## config.mk

```make
export PLATFORM = sky130hd
export DESIGN_NAME = bin_to_bcd_seq
export DESIGN_NICKNAME = d
export VERILOG_FILES = /design/src/rtl/bin_to_bcd_seq.sv
export SDC_FILE = /design/constraint.sdc
export NUM_CORES = 1
export LEC_CHECK = 0
export ABC_AREA = 1
export BUFFER_PORTS_ARGS = -buffer_cell sky130_fd_sc_hd__buf_4
export CAP_MARGIN = 0
export CORE_MARGIN = 2
export CORE_UTILIZATION = 45
export CTS_BUF_LIST = sky130_fd_sc_hd__clkbuf_8
export DETAILED_ROUTE_END_ITERATION = 10
export PLACE_DENSITY = 0.72
export RECOVER_POWER = 100
export SLEW_MARGIN = 30
export SYNTH_ARGS = -nofsm -noshare
export SYNTH_HDL_FRONTEND = slang
export SYNTH_SLANG_ARGS = --single-unit
```

## constraint.sdc

```tcl
create_clock -name clk -period 2 [get_ports clk]
set_clock_uncertainty 0.1 [all_clocks]
set_input_delay 0 -clock clk [delete_from_list [all_inputs] [get_ports clk]]
set_output_delay 0 -clock clk [all_outputs]
set_load 0.005 [all_outputs]
```

## src/rtl/bin_to_bcd_seq.sv

```systemverilog
// rtl/bin_to_bcd_seq.sv - sequential binary-to-BCD converter (double dabble, 4 digits)
// Inputs above 9999 saturate to 9999 and raise ovf; digits update only on done.
module bin_to_bcd_seq #(
  parameter int IN_W = 14
) (
  input  logic            clk,
  input  logic            rst,
  input  logic            start,
  input  logic [IN_W-1:0] bin_in,
  output logic            busy,
  output logic            done,
  output logic            ovf,
  output logic [3:0]      bcd_thousands,
  output logic [3:0]      bcd_hundreds,
  output logic [3:0]      bcd_tens,
  output logic [3:0]      bcd_ones
);

  typedef enum logic [1:0] {
    S_IDLE  = 2'd0,
    S_SHIFT = 2'd1,
    S_DONE  = 2'd2
  } state_t;

  state_t      r_state;
  logic [15:0] r_bcd;
  logic [13:0] r_op;
  logic [3:0]  r_cnt;

  logic        w_sat;
  logic [13:0] w_cap;
  logic [15:0] w_next_bcd;

  // Adjust then shift; the thousands nibble only keeps its low three bits because
  // its top bit is shifted out anyway (and is never set for values up to 9999).
  function automatic logic [15:0] dabble_shift(input logic [15:0] b, input logic in_bit);
    logic [14:0] a;
    a[3:0]   = (b[3:0]   >= 4'd5) ? b[3:0]   + 4'd3 : b[3:0];
    a[7:4]   = (b[7:4]   >= 4'd5) ? b[7:4]   + 4'd3 : b[7:4];
    a[11:8]  = (b[11:8]  >= 4'd5) ? b[11:8]  + 4'd3 : b[11:8];
    a[14:12] = (b[15:12] >= 4'd5) ? b[14:12] + 3'd3 : b[14:12];
    return {a, in_bit};
  endfunction

  assign w_sat      = (bin_in > IN_W'(9999));
  assign w_cap      = w_sat ? 14'd9999 : bin_in[13:0];
  assign w_next_bcd = dabble_shift(r_bcd, r_op[13]);

  always_ff @(posedge clk or negedge rst) begin
    if (!rst) begin
      r_state       <= S_IDLE;
      r_bcd         <= '0;
      r_op          <= '0;
      r_cnt         <= '0;
      busy          <= 1'b0;
      done          <= 1'b0;
      ovf           <= 1'b0;
      bcd_thousands <= '0;
      bcd_hundreds  <= '0;
      bcd_tens      <= '0;
      bcd_ones      <= '0;
    end else begin
      done <= 1'b0;
      case (r_state)
        S_IDLE: begin
          if (start) begin
            r_op    <= w_cap;
            ovf     <= w_sat;
            r_bcd   <= '0;
            r_cnt   <= 4'd14;
            busy    <= 1'b1;
            r_state <= S_SHIFT;
          end
        end
        S_SHIFT: begin
          if (r_cnt == 4'd0) begin
            r_state <= S_DONE;
          end else begin
            r_bcd <= w_next_bcd;
            r_op  <= {r_op[12:0], 1'b0};
            r_cnt <= r_cnt - 4'd1;
            if (r_cnt == 4'd1) r_state <= S_DONE;
          end
        end
        S_DONE: begin
          bcd_thousands <= r_bcd[15:12];
          bcd_hundreds  <= r_bcd[11:8];
          bcd_tens      <= r_bcd[7:4];
          bcd_ones      <= r_bcd[3:0];
          done          <= 1'b1;
          busy          <= 1'b0;
          r_state       <= S_IDLE;
        end
        default: begin
          busy    <= 1'b0;
          r_state <= S_IDLE;
        end
      endcase
    end
  end

endmodule

```

# Yosys cells after proc, flatten, opt, wreduce, memory -nomap -nowiden
# Cells that the tools add are included.
[word_totals]
regBits = 55
in_bits = 17
output_inout_bits = 19
[classes]
add_sub_neg = 5
n_lt_le_gt_ge = 5
eq_ne = 6
mux = 21
n_bitwise = 1
n_reduce_logical = 7
[op_table]
columns = ["op", "count"]
rows = [
  ["14-bit two-way mux", 3],
  ["16-bit two-way mux", 2],
  ["16-bit one-hot mux with 2 select lines", 1],
  ["14-bit one-hot mux with 2 select lines", 1],
  ["4-bit two-way mux", 5],
  ["4-bit by 3-bit greater-or-equal comparator with 1-bit output, second input constant", 4],
  ["14-bit > comparator, second input constant", 1],
  ["4-bit by 2-bit adder with 4-bit output, second input constant", 3],
  ["4-bit one-hot mux with 2 select lines", 1],
  ["2-bit two-way mux", 3],
  ["2-bit AND reduction", 3],
  ["4-bit by 1-bit == test with 1-bit output, second input constant", 1],
  ["4-bit logical NOT", 1],
  ["2-bit inequality test, second input constant", 2],
  ["2-bit one-hot mux with 2 select lines", 1],
  ["4-bit by 1-bit subtractor with 4-bit output, second input constant", 1],
  ["3-bit by 2-bit adder with 3-bit output, second input constant", 1],
  ["3-bit two-way mux", 1],
  ["3-bit inequality test, second input constant", 1],
  ["3-bit AND reduction", 1],
  ["2-bit by 1-bit == test with 1-bit output, second input constant", 1],
  ["2-bit == test, second input constant", 1],
  ["2-bit logical NOT", 1],
  ["1-bit two-way mux", 2],
  ["3 further kinds", 3],
]

# Longest topological paths before layout
# Gate-level depths: netlist of the first run.
[logic_depth]
depth_word = 4
mapped_depth = 10
depth_no_buf = 9

# Least setup slack after synthesis of the first run
# OpenSTA, ideal clock, no wires.
[synth_path]
path_type = "register to register"
start = "register r_cnt[0]"
end = "register r_op[10]"
setup_time_ns = 0.116
arrival_time_ns = 1.238
required_time_ns = 1.784
slack_ns = 0.546
path_stages_with_launch = 11
n_path_buf = 1
period_less_slack_ns = 1.454
path_cell_list = "dfrtp_1 > inv_1 > ha_1 > nand2_1 > nand2_2 > nand2_4 > inv_4 > buf_6 > nor2_1 > nand2_1 > nand2_1"
[synth_between]
elab_chain_cells = 3
[synth_rtl]
columns = ["element", "line", "text"]
rows = [
  ["from (decl)", "28", "logic [3:0] r_cnt;"],
  ["from (signal assigned)", "81", "r_cnt <= r_cnt - 4'd1;"],
  ["4-bit logical NOT", "76", "if (r_cnt == 4'd0) begin"],
  ["2-bit inequality test (no source line)", "--", ""],
  ["3-bit AND reduction (no source line)", "--", ""],
  ["to (signal assigned)", "67", "r_op <= w_cap;"],
  ["to (signal assigned)", "80", "r_op <= {r_op[12:0], 1'b0};"],
  ["to (decl)", "27", "logic [13:0] r_op;"],
]
# No other way between the ends.
# A chain may end at the register's enable or synchronous reset.

# Worst setup path in the final report of the first run
[layout_path]
start = "register r_state[1]"
end = "register r_op[4]"
[layout_between]
elab_chain_cells = 3
[layout_rtl]
columns = ["element", "line", "text"]
rows = [
  ["from (decl)", "25", "state_t r_state;"],
  ["from (signal assigned)", "51", "r_state <= S_IDLE;"],
  ["from (signal assigned)", "72", "r_state <= S_SHIFT;"],
  ["from (signal assigned)", "77", "r_state <= S_DONE;"],
  ["2-bit by 1-bit == test with 1-bit output / 2-bit logical NOT (equally long branches)", "64", "case (r_state)"],
  ["2-bit inequality test (no source line) / 2-bit nonzero test (equally long branches)", "--", ""],
  ["3-bit AND reduction (no source line)", "--", ""],
]
# Parallel ways exist; a longest one is shown, timed or not.

==> metrics.log, run 1 <==
[metrics] post-synthesis mux area share: 0%
[metrics] async set-reset flop share out of synthesis: 100%
[metrics] P&R area growth vs syn: 21.7%
[metrics] die footprint: 6600 um2
[metrics] initial antenna violation count: 0
[metrics] maximum root-to-sink buffer count: 2
[metrics] number of rows created at floorplan: 28
[metrics] number of flops mapped to enable cells by yosys: 0
[metrics] count of port buffers added during placement: 35
[metrics] layout cells sized above 1: 14.8%
[metrics] Min Hold Slack: 359 ps
[metrics] area share of fa/ha/maj cells after synthesis: 4.66%
[metrics] pin count of the biggest net entering global routing: 56
[metrics] clock network power share: 14.7%
[metrics] cell types with the largest area share after synthesis: dfrtp_1, nand2_1, o21ai_0
[metrics] Synth area leader: dfrtp_1
[metrics] buffer type at the clock tree root: clkbuf_8
[metrics] vias per std cell: 4.97
[metrics] vias in the first global route: 2102
[metrics] routed wire length: 5370 um
[metrics] number of nets produced by synthesis: 354
[metrics] combinational group share of total power: 46.1%
[metrics] Boundary Pins: 36
[metrics] GR Util All Layers: 17.6%
[metrics] width of the die: 81.2 um
[metrics] clock insertion delay at the later pin of the skew report: 310 ps
[metrics] Post-Syn Instances: 327
[metrics] IR Drop Worst-Case VDD: 0.000729 V
[metrics] final hold violation count: 0
[metrics] share of the synthesized area in compound gates (AO/OA/AOI/OAI): 13.8%
[metrics] largest fanout on the critical path: 14
[metrics] number of max-slew violations in the final report: 0
[metrics] number of search-and-repair iterations in the first detailed-routing pass: 6
[metrics] via count: 2256
[metrics] post-synthesis sequential area ratio: 51.3%
[metrics] first-pass GRT wire length: 9070 um
[metrics] post-synthesis xor/xnor area fraction: 0.326%
[metrics] synthesized flop and latch total: 55
[metrics] share of Yosys cell area claimed by the top area cell type: 51.3%
[metrics] status: finished, final reports clean
[metrics] initial detailed-routing violation count: 118
[metrics] P_int: 2980 uW
[metrics] count of H-tree levels built during CTS: 2
[metrics] shortest clock period the worst path allows after layout: 1800 ps
[metrics] Startpoint Class: flop
[metrics] fin crit share: 89.8%
[metrics] maximum frequency from static timing analysis: 0.557 GHz
[metrics] unrepaired setup endpoints after global routing: false
[metrics] number of antenna diodes: 0
[metrics] total power divided by cell area: 1540 nW/um2
[metrics] class of the tightest hold or removal check: in2reg
[metrics] post-synthesis instance area: 2680 um2
[metrics] sum of overflow across all layers after global routing: 0
[metrics] number of warnings reported in the yosys synthesis log: 0
[metrics] critical path class: reg2reg
[metrics] required time at the endpoint of the critical path: 2090 ps
[metrics] clock buffer count from CTS: 5
[metrics] clock net sink count: 55
[metrics] Sw Pwr: 2060 uW
[metrics] Routed Antenna Nets: 0
[metrics] count of cells resized by post-cts repair: 0
[metrics] Final #Nets: 405
[metrics] switching share of power: 40.9%
[metrics] standard cell core area: 5850 um2
[metrics] sort of element at the end of the critical path: flop
[metrics] cell with the most instances after synthesis: nand2_1
[metrics] area post-placement: 2990 um2
[metrics] final setup vio count: 0
[metrics] number of unique standard cell types used by synthesis: 28
[metrics] total of max-cap violations: 0
[metrics] post-route setup TNS: 0 ps
[metrics] chip height: 81.2 um
[metrics] synthesized area divided by synthesized cell count: 8.20 um2
[metrics] DRC violations left: 0
[metrics] actual transition at the worst max-transition pin: 1340 ps
[metrics] largest family of logic cells by synthesized area: simple AND/OR/NAND/NOR gates
[metrics] per-cell routed wire length: 11.8 um
[metrics] CTS tree: done
[metrics] leading post-synthesis cells by instance count: nand2_1, dfrtp_1, nor2_1
[metrics] leakage power: 0.00163 uW
[metrics] worst slew slack as a fraction of its limit: 10.7%
[metrics] Design Area, Final: 3260 um2
[metrics] post-DP HPWL: 3640 um
[metrics] fraction of the mapped netlist area in simple logic gates: 22.7%
[metrics] clock transition time at the flip-flop clock pins of the worst setup and hold paths: 100 ps
[metrics] Critical Path AT: 1890 ps
[metrics] sequential power share: 39.2%
[metrics] most used flip-flop cell after synthesis: dfrtp_1
[metrics] placer congestion estimate: 0.797
[metrics] Starting Density: 45.9%
-- metrics by stage --
stage                     utilization, %  worst slack, ps  power [uW]  instances
after floorplan                        -              546        3680        327
after global placement              51.2              302        4260        429
after detailed placement            51.2              206        4360        429
after CTS                           56.0              191        5140        454
after global routing                55.8             65.1        5560        454
final                               55.8              204        5040        454
-- kinds of logic (layout without fill, tap and decap cells) --
| kind of cell | count (synthesis) | count (layout) |
|---|---|---|
| compound gates | 69 | 69 |
| xor+xnor | 1 | 1 |
| fa+ha+maj | 10 | 10 |
| buf+inv | 44 | 96 |
| flops | 55 | 55 |
| simple gates | 148 | 148 |
-- placed cells by master, fill, tap and decap left out --
cell / instances
bufinv_16: 1
nand3b_1: 1
nand4_1: 3
inv_2: 2
dfrtp_1: 55
o22ai_1: 4
clkinv_4: 1
nand2_4: 1
clkbuf_2: 3
clkinv_2: 1
o21ai_0: 38
nand2_1: 88
a22oi_1: 1
xor2_1: 1
a21oi_1: 15
a21boi_0: 4
a31oi_1: 3
nor2_2: 1
inv_1: 30
nand3_1: 12
or2_2: 2
ha_1: 10
inv_4: 1
nand2_2: 2
nor2_1: 37
clkbuf_4: 19
a21oi_2: 1
clkbuf_8: 5
buf_4: 16
o21ai_1: 3
dlygate4sd3_1: 17
nor3_1: 1
-- layer usage --
metal / vias to the layer above / GRT usage (%) / routed length [um]
met5: - / 0 / 0
met4: 0 / 5.08 / 55
met3: 5 / 3.56 / 225
met2: 49 / 31.1 / 2550
met1: 1045 / 21.8 / 2540
li1: 1157 / - / -
-- timing repair --
action                                 4_1_cts  5_1_grt
endpoints found under the hold margin       72        0
buffers inserted                             0        0
hold buffers                                17        0
-- registers in the layout, indices dropped and copies added (netlist names) --
register / count
bcd_hundreds: 4
bcd_ones: 4
bcd_tens: 4
bcd_thousands: 4
busy: 1
done: 1
ovf: 1
r_bcd: 16
r_cnt: 4
r_op: 14
r_state: 2
-- worst max-delay path, cell delays in order, from the launching register on --
cell and delay, ps:
dfrtp_1 410, inv_2 80, nand2_2 160, inv_2 230, nand2_2 110, clkbuf_2 250
a21boi_0 250, a21oi_1 100
-- area by class of cell --
class	instances	area, um2
flip-flops and latches	55	1380
clock inverters	3	43.8
clock buffers	5	68.8
inverters	33	126
well taps	75	93.8
fillers	526	2590
repair buffers	55	448
multi-input cells	228	1110
-- worst paths after layout --
check / from / to / slack (ps) / depth (start not counted)
worst min-delay path: bin_in[0] / r_op[0]$_DFFE_PN0P_ / 360 / 4
worst max-delay path: r_state[1]$_DFFE_PN0P_ / r_op[4]$_DFFE_PN0P_ / 200 / 7
max in group asynchronous: rst / r_op[12]$_DFFE_PN0P_ / 570 / 2
min in group asynchronous: rst / bcd_thousands[2]$_DFFE_PN0P_ / 420 / 2
worst min register to register: busy$_DFFE_PN0P_ / busy$_DFFE_PN0P_ / 390 / 2
worst max register to register: r_state[1]$_DFFE_PN0P_ / r_op[4]$_DFFE_PN0P_ / 200 / 7
-- power by group through the flow --
| stage | Combinational (uW) | Sequential (uW) | Clock, uW |
|---|---|---|---|
| 2_1_floorplan | 1730 | 1950 | 0 |
| 3_3_place_gp | 2280 | 1980 | 0 |
| 3_5_place_dp | 2370 | 2000 | 0 |
| 4_1_cts | 2410 | 1980 | 757 |
| 5_1_grt | 2710 | 2040 | 807 |
| 6_report | 2330 | 1970 | 740 |
No activity file was read; power rests on OpenSTA's default activity.
==> run 2: changes to the inputs <==
PLACE_DENSITY = unset   (was 0.72)
==> run 2 against run 1 <==
Against the previous run:
- combinational power is 2% lower
- core utilization is 0.73 points lower
- critical path depth is 1 lower
- setup slack better by 52 ps
- clock-buffer cell count is 1 higher
- power is 3.3% lower
- global-route usage is 0.32 points higher
- wire length is 0.30% higher
- register-to-register slack better by 50 ps
- first-iteration DRC count is 39% lower
- worst hold slack better by 24 ps
- largest cell class unchanged
==> metrics.log, run 2 (synthesis results as in run 1) <==
[metrics] width of the die: 81.2 um (unchanged)
[metrics] Fillers: 581 (+10%)
[metrics] Routed Antenna Nets: 0 (unchanged)
[metrics] leakage power: 0.00162 uW (-1.0%)
[metrics] post-route setup TNS: 0 ps (unchanged)
[metrics] routed wire length: 5380 um (+0.30%)
[metrics] final hold violation count: 0 (unchanged)
[metrics] number of max-slew violations in the final report: 0 (unchanged)
[metrics] placer congestion estimate: 0.809 (+1.5%)
[metrics] Startpoint Class: flop
[metrics] sum of overflow across all layers after global routing: 0 (unchanged)
[metrics] standard cell core area: 5850 um2 (unchanged)
[metrics] Sw Pwr: 2010 uW (-2.4%)
[metrics] maximum root-to-sink buffer count: 2 (unchanged)
[metrics] power after layout: 4870 uW (-3.3%)
[metrics] commonest non-fill, non-tap cell in the layout: nand2_1
[metrics] GR Util All Layers: 17.9% (+0.32 points)
[metrics] clock network power share: 12.7% (-2.0 points)
[metrics] Setup WS pre-CTS: 255 ps (+48.7 ps)
[metrics] vias in the first global route: 2049 (-2.5%)
[metrics] launch instance of the worst register-to-register path: r_cnt[0]$_DFFE_PN0P_
[metrics] critical path class: reg2reg
[metrics] initial detailed-routing violation count: 72 (-39%)
[metrics] vias per std cell: 4.85 (-2.5%)
[metrics] fin crit share: 87.2% (-2.6 points)
[metrics] required time at the endpoint of the critical path: 2090 ps (about the same)
[metrics] commonest cells after routing, fill and taps aside: nand2_1, dfrtp_1, o21ai_0, nor2_1, inv_1
[metrics] maximum frequency from static timing analysis: 0.574 GHz (+3.0%)
[metrics] sequential power share: 40.4% (+1.2 points)
[metrics] P&R area growth vs syn: 20.1%
[metrics] CTS tree: done
[metrics] die footprint: 6600 um2 (unchanged)
[metrics] buffer type at the clock tree root: clkbuf_8
[metrics] actual transition at the worst max-transition pin: 1340 ps (+4.49 ps)
[metrics] Final #Nets: 404 (-0.25%)
[metrics] Critical Path AT: 1830 ps (-60 ps)
[metrics] post-DP HPWL: 3660 um (+0.44%)
[metrics] chip height: 81.2 um (unchanged)
[metrics] clock insertion delay at the later pin of the skew report: 300 ps (about the same)
[metrics] source of the critical timing path: r_cnt[0]$_DFFE_PN0P_
[metrics] count of port buffers added during placement: 35 (unchanged)
[metrics] class of the tightest hold or removal check: in2reg
[metrics] P_int: 2860 uW (-3.9%)
[metrics] per-cell routed wire length: 11.9 um (+0.74%)
[metrics] IR Drop Worst-Case VDD: 0.000633 V (-13%)
[metrics] register bank with the most flops: r_bcd
[metrics] initial antenna violation count: 0 (unchanged)
[metrics] final cell utilization of the core: 55.1% (-0.73 points)
[metrics] count of H-tree levels built during CTS: 2 (unchanged)
[metrics] total power divided by cell area: 1510 nW/um2 (-2.0%)
[metrics] clock buffer count from CTS: 5 (unchanged)
[metrics] number of antenna diodes: 0 (unchanged)
[metrics] Starting Density: 45.9% (unchanged)
[metrics] switching share of power: 41.2% (+0.36 points)
[metrics] first-pass GRT wire length: 9180 um (+1.2%)
[metrics] clock transition time at the flip-flop clock pins of the worst setup and hold paths: 90 ps (about the same)
[metrics] total of max-cap violations: 0 (unchanged)
[metrics] Hold Path Origin: bin_in[0]
[metrics] DRC violations left: 0 (unchanged)
[metrics] number of search-and-repair iterations in the first detailed-routing pass: 4 (-2)
[metrics] layout cells sized above 1: 14.1% (-0.72 points)
[metrics] shortest clock period the worst path allows after layout: 1740 ps (-52.3 ps)
[metrics] number of flip-flops in the largest register: 16 (unchanged)
[metrics] status: finished, final reports clean
[metrics] count of cells resized by post-cts repair: 0 (unchanged)
[metrics] combinational group share of total power: 46.9% (+0.8 points)
[metrics] sort of element at the end of the critical path: flop
[metrics] clock net sink count: 55 (unchanged)
[metrics] pin count of the biggest net entering global routing: 56 (unchanged)
[metrics] registers with the most flip-flops: r_bcd: 16 flops, r_op: 14 flops
[metrics] final setup vio count: 0 (unchanged)
[metrics] worst slew slack as a fraction of its limit: 10.4% (-0.30 points)
[metrics] smallest setup slack after layout: 257 ps (+52.3 ps)
[metrics] via count: 2190 (-2.9%)
[metrics] Boundary Pins: 36 (unchanged)
[metrics] number of rows created at floorplan: 28 (unchanged)
[metrics] largest fanout on the critical path: 7 (-7)
[metrics] unrepaired setup endpoints after global routing: false
[run 2: routing by layer]
layer  vias to the layer above  global-route usage (%)  routed length [um]
met3                         5                    3.67                 163
met1                       998                    22.6                2610
met5                         -                       0                   0
met4                         0                    4.07                  42
met2                        36                    31.7                2570
li1                       1151                       -                   -
[run 2: power groups by stage]
| stage | sequential [uW] | combinational, uW | clock [uW] |
|---|---|---|---|
| after floorplan | 1950 | 1730 | 0 |
| after global placement | 1980 | 2330 | 0 |
| after detailed placement | 1990 | 2370 | 0 |
| after CTS | 1970 | 2400 | 641 |
| after global routing | 2040 | 2680 | 681 |
| final | 1970 | 2290 | 617 |
[run 2: area by class of cell]
class	count	area (um2)	area share [%]
clock buffers	6	82.6	2.56
repair buffers	54	434	13.5
inverters	33	126	3.92
well taps	75	93.8	2.91
clock inverters	1	5.00	0.155
multi-input cells	228	1100	34.3
flip-flops and latches	55	1380	42.7
[run 2: critical path: stages (launching register included)]
cell and delay, ps:
dfrtp_1 380, inv_1 90, ha_1 240, a21oi_1 480, nand2_1 130, a21oi_1 140, o21ai_0 80
[run 2: worst paths after layout]
path	endpoint	slack (ps)	depth (start not counted)
worst max-delay path	r_cnt[2]$_DFFE_PN0P_	260	6
worst min-delay path	r_op[0]$_DFFE_PN0P_	380	4
worst max register to register	r_cnt[2]$_DFFE_PN0P_	260	6
worst min register to register	r_op[3]$_DFFE_PN0P_	390	2
max in group asynchronous	r_state[1]$_DFFE_PN0P_	570	2
min in group asynchronous	bcd_thousands[1]$_DFFE_PN0P_	430	2
[run 2: stage by stage]
step,cell area (um2),instances,hold slack (ps)
after global routing,3220,452,378
after floorplan,2680,327,-396
after detailed placement,2990,429,-0.512
after global placement,2990,429,-3.94
final,3220,452,384
after CTS,3240,452,212
[run 2: what timing repair did]
action                    4_1_cts  5_1_grt
buffers inserted                0        0
hold endpoints to repair       72        0
hold buffers                   16        0
